[config.mk]
export PLATFORM = sky130hd
export DESIGN_NAME = aibndaux_crdet_por_ctrl
export DESIGN_NICKNAME = d
export VERILOG_FILES = /design/src/rtl/aibndaux_ctrl_pkg.sv /design/src/rtl/aibndaux_sync2.sv /design/src/rtl/aibndaux_crdet_por_ctrl.sv
export SDC_FILE = /design/constraint.sdc
export NUM_CORES = 1
export LEC_CHECK = 0
export ABC_AREA = 0
export BUFFER_PORTS_ARGS = -buffer_cell sky130_fd_sc_hd__buf_4
export CAP_MARGIN = 25
export CORE_MARGIN = 5
export CORE_UTILIZATION = 56
export CTS_CLUSTER_SIZE = 20
export DETAILED_ROUTE_END_ITERATION = 8
export PLACE_DENSITY = 0.76
export SYNTH_ARGS = -nofsm -noshare
export SYNTH_HDL_FRONTEND = slang
export SYNTH_SLANG_ARGS = --single-unit
[constraint.sdc]
create_clock -name osc_clk -period 2.04 [get_ports osc_clk]
set_clock_uncertainty 0.15 [all_clocks]
set_input_delay 0.102 -clock osc_clk [delete_from_list [all_inputs] [get_ports osc_clk]]
set_output_delay 0.102 -clock osc_clk [all_outputs]
set_load 0.02 [all_outputs]
[src/rtl/aibndaux_ctrl_pkg.sv]
// Shared state encoding and default timing constants for the aux connect/POR controller.
package aibndaux_ctrl_pkg;

  typedef enum logic [1:0] {
    IDLE = 2'd0,
    DBNC = 2'd1,
    HOLD = 2'd2,
    RUN  = 2'd3
  } ctrl_state_e;

  localparam int unsigned DBNC_CYC_DEF     = 8;
  localparam int unsigned POR_HOLD_CYC_DEF = 64;

endpackage

[src/rtl/aibndaux_sync2.sv]
// Two-flop synchronizer for the partner connect indication; both stages reset to 0.
module aibndaux_sync2 (
  input  logic clk,
  input  logic rst,
  input  logic d,
  output logic q
);

  logic meta;

  always_ff @(posedge clk) begin
    if (rst) begin
      meta <= 1'b0;
      q    <= 1'b0;
    end else begin
      meta <= d;
      q    <= meta;
    end
  end

endmodule

[src/rtl/aibndaux_crdet_por_ctrl.sv]
// Partner-die connect debounce and POR sequencing on the aux oscillator clock.
// Define AIBNDAUX_CRDET_SYNC_EN to synchronize crete_detect through aibndaux_sync2.
//   state | meaning
//   IDLE  | disabled or no partner; dn_por held
//   DBNC  | qualifying a stable connect level
//   HOLD  | partner held in POR for POR_HOLD_CYC cycles
//   RUN   | link up, POR released, watching for disconnect
module aibndaux_crdet_por_ctrl
  import aibndaux_ctrl_pkg::*;
#(
  parameter int unsigned DBNC_CYC     = DBNC_CYC_DEF,
  parameter int unsigned POR_HOLD_CYC = POR_HOLD_CYC_DEF
) (
  input  logic       osc_clk,
  input  logic       osc_rst,
  input  logic       ctrl_en,
  input  logic       crete_detect,
  input  logic       sw_por_req,
  output logic       dn_por,
  output logic       por_done,
  output logic       disc_evt,
  output logic [1:0] ctrl_state
);

  localparam int DW = $clog2(DBNC_CYC + 1);
  localparam int HW = $clog2(POR_HOLD_CYC + 1);
  localparam logic [DW-1:0] DBNC_LAST = DW'(DBNC_CYC - 1);
  localparam logic [HW-1:0] HOLD_LAST = HW'(POR_HOLD_CYC - 1);

  logic det;

`ifdef AIBNDAUX_CRDET_SYNC_EN
  aibndaux_sync2 u_sync2 (
    .clk (osc_clk),
    .rst (osc_rst),
    .d   (crete_detect),
    .q   (det)
  );
`else
  assign det = crete_detect;
`endif

  ctrl_state_e   state_q, state_nxt;
  logic [DW-1:0] dbnc_q, dbnc_nxt;
  logic [DW-1:0] low_q, low_nxt;
  logic [HW-1:0] hold_q, hold_nxt;
  logic          disc_nxt;
  logic          disc_qual;

  // Low-level run length shared by HOLD and RUN; any high sample restarts it.
  assign disc_qual = !det && (low_q == DBNC_LAST);

  always_comb begin
    state_nxt = state_q;
    dbnc_nxt  = dbnc_q;
    low_nxt   = low_q;
    hold_nxt  = hold_q;
    disc_nxt  = 1'b0;

    case (state_q)
      IDLE: begin
        dbnc_nxt = '0;
        low_nxt  = '0;
        hold_nxt = '0;
        if (det) state_nxt = DBNC;
      end
      DBNC: begin
        if (!det) begin
          state_nxt = IDLE;
          dbnc_nxt  = '0;
        end else if (dbnc_q == DBNC_LAST) begin
          state_nxt = HOLD;
          dbnc_nxt  = '0;
          low_nxt   = '0;
          hold_nxt  = '0;
        end else begin
          dbnc_nxt = (dbnc_q == '1) ? dbnc_q : dbnc_q + 1'b1;
        end
      end
      HOLD: begin
        low_nxt = det ? '0 : ((low_q == '1) ? low_q : low_q + 1'b1);
        if (disc_qual) begin
          state_nxt = IDLE;
          low_nxt   = '0;
          hold_nxt  = '0;
        end else if (hold_q == HOLD_LAST) begin
          state_nxt = RUN;
          hold_nxt  = '0;
        end else begin
          hold_nxt = (hold_q == '1) ? hold_q : hold_q + 1'b1;
        end
      end
      RUN: begin
        low_nxt = det ? '0 : ((low_q == '1) ? low_q : low_q + 1'b1);
        // A qualified disconnect outranks a software re-POR in the same cycle.
        if (disc_qual) begin
          state_nxt = IDLE;
          disc_nxt  = 1'b1;
          low_nxt   = '0;
        end else if (sw_por_req) begin
          state_nxt = HOLD;
          hold_nxt  = '0;
        end
      end
      default: state_nxt = IDLE;
    endcase

    if (!ctrl_en) begin
      state_nxt = IDLE;
      dbnc_nxt  = '0;
      low_nxt   = '0;
      hold_nxt  = '0;
      disc_nxt  = 1'b0;
    end
  end

  always_ff @(posedge osc_clk) begin
    if (osc_rst) begin
      state_q  <= IDLE;
      dbnc_q   <= '0;
      low_q    <= '0;
      hold_q   <= '0;
      dn_por   <= 1'b1;
      por_done <= 1'b0;
      disc_evt <= 1'b0;
    end else begin
      state_q  <= state_nxt;
      dbnc_q   <= dbnc_nxt;
      low_q    <= low_nxt;
      hold_q   <= hold_nxt;
      dn_por   <= (state_nxt != RUN);
      por_done <= (state_nxt == RUN);
      disc_evt <= disc_nxt;
    end
  end

  assign ctrl_state = state_q;

endmodule

==> impl_metrics.xml <==
<?xml version="1.0" encoding="UTF-8"?>
<metrics>
  <group name="placed_design">
    <metric name="dpl-instance-area" unit="mm^2">0.001137</metric>
    <metric name="placement.setup.worst_slack" unit="ns">0.1188</metric>
    <metric name="placement.io_buffers" unit="">9</metric>
    <metric name="detailedPlacementHpwl" unit="um">1658</metric>
    <metric name="gp_routability_congestion" unit="">0.8324</metric>
  </group>
  <group name="setup_path">
    <metric name="slowest_stage" unit="">sky130_fd_sc_hd__or4b_1</metric>
    <metric name="path_class" unit="">reg2reg</metric>
    <metric name="cp_slowest_stage_delay" unit="ns">0.49</metric>
    <metric name="critPathCaptureType" unit="">flop</metric>
    <metric name="r2r-start" unit="">dbnc_q[0]</metric>
    <metric name="worst-endpoint-arrival" unit="ns">2.01</metric>
    <metric name="worstSetupStartpointType" unit="">flop</metric>
    <metric name="critical_path_required" unit="ns">2.11</metric>
    <metric name="path_cells" unit="">ha_1 &gt; and3b_2 &gt; a211o_4 &gt; o311ai_4 &gt; or4b_1 &gt; a21oi_1</metric>
    <metric name="worst-path-max-fanout" unit="">6</metric>
    <metric name="cp-startpoint" unit="">dbnc_q[0]</metric>
  </group>
  <group name="power">
    <metric name="switching_power" unit="mW">0.1301</metric>
    <metric name="sw_frac_of_total" unit="">0.2142</metric>
    <metric name="clock_power_share" unit="">0.288</metric>
    <metric name="static-leakage-power" unit="nW">0.4531</metric>
    <metric name="sequential_power_share" unit="">0.646</metric>
    <metric name="p_int" unit="mW">0.4771</metric>
    <metric name="pwr_density_cell" unit="mW/mm^2">512.5</metric>
    <metric name="comb_power_frac" unit="">0.066</metric>
    <metric name="vdd.ir_drop.worst" unit="uV">429.5</metric>
  </group>
  <group name="sta">
    <metric name="fin_crit" unit="ns">1.940</metric>
    <metric name="fmax" unit="GHz">0.5156</metric>
    <metric name="report.final.setup_viol" unit="">0</metric>
    <metric name="timing.final.crit_share" unit="">0.9508</metric>
    <metric name="timing.final.ws_setup" unit="ns">0.1004</metric>
    <metric name="final_hold_viol_count" unit="">0</metric>
    <metric name="worst-slew-pin-transition" unit="ns">0.5812</metric>
    <metric name="grt_setup_unrepaired" unit="">false</metric>
    <metric name="fin_setup_tns" unit="ns">0</metric>
    <metric name="slew_violations" unit="">0</metric>
    <metric name="hold_slack" unit="ns">0.03746</metric>
    <metric name="worst_slew_margin_relative_to_its_limit" unit="">0.6125</metric>
  </group>
  <group name="synth">
    <metric name="synthXorXnorAreaFrac" unit="">0</metric>
    <metric name="main_combinational_cell_family_by_area_after_synthesis" unit="">simple AND/OR/NAND/NOR gates</metric>
    <metric name="synth-adder-area-share" unit="">0.03636</metric>
    <metric name="avgSynthCellArea" unit="um^2">8.461</metric>
    <metric name="post_synthesis_cells" unit="">122</metric>
    <metric name="synth-compound-area-share" unit="">0.2133</metric>
    <metric name="post_synthesis_share_of_cell_area_spent_on_and_or_nand_and_nor_gates" unit="">0.3164</metric>
    <metric name="synth_edf_count" unit="">0</metric>
    <metric name="synth.net_count" unit="">130</metric>
    <metric name="ys_seq_area_frac" unit="">0.3879</metric>
    <metric name="ys_ff_latch" unit="">20</metric>
    <metric name="syn_area" unit="mm^2">0.001032</metric>
    <metric name="synthArstFlopShare" unit="">0</metric>
    <metric name="yosys.cell_types.count" unit="">40</metric>
    <metric name="post_synth_mux_area_share" unit="">0.01939</metric>
    <metric name="synth.yosys.warnings" unit="">0</metric>
    <metric name="synth_ff_type" unit="">sky130_fd_sc_hd__dfxtp_1</metric>
  </group>
  <group name="cts">
    <metric name="cts.sink_count" unit="">20</metric>
    <metric name="clk_pin_slew_worst_paths" unit="ns">0.10</metric>
    <metric name="htreeDepth" unit="">1</metric>
    <metric name="total_setup_buffers_inserted_after_cts" unit="">0</metric>
    <metric name="root_buffer_master" unit="">sky130_fd_sc_hd__clkbuf_4</metric>
    <metric name="cts_inserted_buffers" unit="">3</metric>
    <metric name="worst_skew_pair.late_latency" unit="ns">0.29</metric>
    <metric name="cts_tree" unit="">done</metric>
    <metric name="maximum_buffer_depth_of_the_clock_tree" unit="">2</metric>
  </group>
  <group name="layout">
    <metric name="final.fill_count" unit="">145</metric>
    <metric name="final_net_count" unit="">145</metric>
    <metric name="final_core_util" unit="">0.6789</metric>
    <metric name="final_cell_mix" unit="">20 x sky130_fd_sc_hd__dfxtp_1, 13 x sky130_fd_sc_hd__nor2_1, 12 x sky130_fd_sc_hd__a21oi_1, 12 x sky130_fd_sc_hd__buf_4, 10 x sky130_fd_sc_hd__nand3_1</metric>
    <metric name="most_frequent_standard_cell_in_the_layout_excluding_fill_and_tap_cells" unit="">sky130_fd_sc_hd__dfxtp_1</metric>
    <metric name="syn_to_final_growth" unit="%">14.79</metric>
    <metric name="finish.instance_area" unit="mm^2">0.001185</metric>
    <metric name="antennaDiodeCount" unit="">0</metric>
    <metric name="final_layout_size_suffix_gt1_frac" unit="">0.1926</metric>
  </group>
  <group name="floorplanning">
    <metric name="placeableCoreArea" unit="mm^2">0.001745</metric>
    <metric name="floorplan.initialDensity" unit="">0.5914</metric>
    <metric name="die_width" unit="um">52.94</metric>
    <metric name="floorplan.die_area" unit="mm^2">0.002802</metric>
    <metric name="placement_rows" unit="">15</metric>
    <metric name="die_y" unit="um">52.94</metric>
    <metric name="pin_count" unit="">10</metric>
  </group>
  <group name="global_route">
    <metric name="global_route_wire_length_before_repair" unit="um">3588</metric>
    <metric name="grt_start_max_net_pins" unit="">15</metric>
    <metric name="grt_antenna_before_repair" unit="">0</metric>
    <metric name="total_overflow_reported_by_the_global_router" unit="">0</metric>
    <metric name="gr-usage-all-layers" unit="">0.1706</metric>
    <metric name="grt_pass1_vias" unit="">864</metric>
  </group>
  <group name="route">
    <metric name="drt-total-wl" unit="um">2160</metric>
    <metric name="ant_nets" unit="">0</metric>
    <metric name="post_drt_via_cell_ratio" unit="">5.950</metric>
    <metric name="drt_pass1_iterations" unit="">4</metric>
    <metric name="route.detailed.drc" unit="">0</metric>
    <metric name="wire_per_inst" unit="um">13.50</metric>
    <metric name="drtIter0Drc" unit="">12</metric>
    <metric name="routed-via-count" unit="">952</metric>
  </group>
  <group name="flow_run">
    <metric name="max_cap_violations" unit="">0</metric>
  </group>
  <group name="hold_path">
    <metric name="hp-class" unit="">in2reg</metric>
    <metric name="min-delay-start" unit="">crete_detect</metric>
  </group>
  <group name="status">
    <metric name="status" unit="">finished, final reports clean</metric>
  </group>
</metrics>
-- stage by stage --
step	power (mW)	cells
2_1_floorplan	0.4261	122
3_3_place_gp	0.4383	156
3_5_place_dp	0.4390	156
4_1_cts	0.6158	160
5_1_grt	0.6387	160
6_report	0.6072	160
-- registers in the layout, summed over array words and instances, names as in the netlist --
name,count
por_done,1
disc_evt,1
dbnc_q,4
low_q,4
hold_q,7
ctrl_state,2
dn_por,1
-- power by group through the flow --
stage | Clock [mW] | Sequential (mW) | Combinational, mW
2_1_floorplan | 0 | 0.402 | 0.0245
3_3_place_gp | 0 | 0.401 | 0.0369
3_5_place_dp | 0 | 0.401 | 0.0375
4_1_cts | 0.184 | 0.392 | 0.0391
5_1_grt | 0.203 | 0.393 | 0.0433
6_report | 0.175 | 0.392 | 0.0402
-- per-layer routing --
layer | track usage | share of wire | routed length (um)
met1 | 0.2093 | 0.47 | 1018
met2 | 0.2955 | 0.48 | 1042
met3 | 0.02535 | 0.035 | 75
met4 | 0.06809 | 0.011 | 23
met5 | 0 | 0 | 0
-- synthesized netlist by cell type (2+ instances only) --
| library cell | number | area (um^2) |
|---|---|---|
| sky130_fd_sc_hd__a211oi_1 | 2 | 15.01 |
| sky130_fd_sc_hd__nor2b_1 | 2 | 12.51 |
| sky130_fd_sc_hd__a21oi_1 | 12 | 60.06 |
| sky130_fd_sc_hd__ha_1 | 3 | 37.54 |
| sky130_fd_sc_hd__o21ai_0 | 4 | 20.02 |
| sky130_fd_sc_hd__nor2_2 | 2 | 12.51 |
| sky130_fd_sc_hd__nor2_1 | 13 | 48.80 |
| sky130_fd_sc_hd__nand2_1 | 9 | 33.78 |
| sky130_fd_sc_hd__a311oi_1 | 2 | 17.52 |
| sky130_fd_sc_hd__and2_1 | 2 | 12.51 |
| sky130_fd_sc_hd__inv_1 | 2 | 7.510 |
| sky130_fd_sc_hd__dfxtp_1 | 20 | 400.4 |
| sky130_fd_sc_hd__nand3_1 | 10 | 50.05 |
| sky130_fd_sc_hd__nor3_1 | 7 | 35.03 |
| sky130_fd_sc_hd__mux2i_1 | 2 | 20.02 |
| sky130_fd_sc_hd__nand2b_1 | 4 | 25.02 |
| sky130_fd_sc_hd__and3_1 | 3 | 18.77 |
-- repair_timing --
item                       CTS  global route
hold endpoints to repair     1             0
setup endpoints to repair    0             2
gates resized for setup      0             3
hold buffers                 1             0
-- path summary, 6_finish.rpt --
kind                         to  slack [ns]  cells after the start
setup reg to reg      hold_q[0]        0.10                      6
hold / removal    ctrl_state[1]        0.04                      3
setup / recovery      hold_q[0]        0.10                      6
hold reg to reg        low_q[1]        0.34                      2
-- final cells by class --
cell class	count	area [um^2]	area share
flip-flops and latches	20	400.4	0.3379
well taps	25	31.28	0.02640
repair buffers	13	100.1	0.08448
inverters	3	11.26	0.009504
clock buffers	3	22.52	0.01901
multi-input cells	96	619.3	0.5227
-- logic make-up after synthesis --
kind of cell,count (synthesis)
adders and majority gates,3
buffers and inverters,6
and+or+nand+nor,61
AOI/OAI and AO/OA,30
muxes,2
DFF,20
-- worst max-delay path: cells and delay by family (launching register included) --
kind	cells	cell delay [ns]
simple gates	2	0.73
compound gates	3	0.43
flops	1	0.39
fa+ha+maj	1	0.19
No activity file was read; power rests on OpenSTA's default activity.
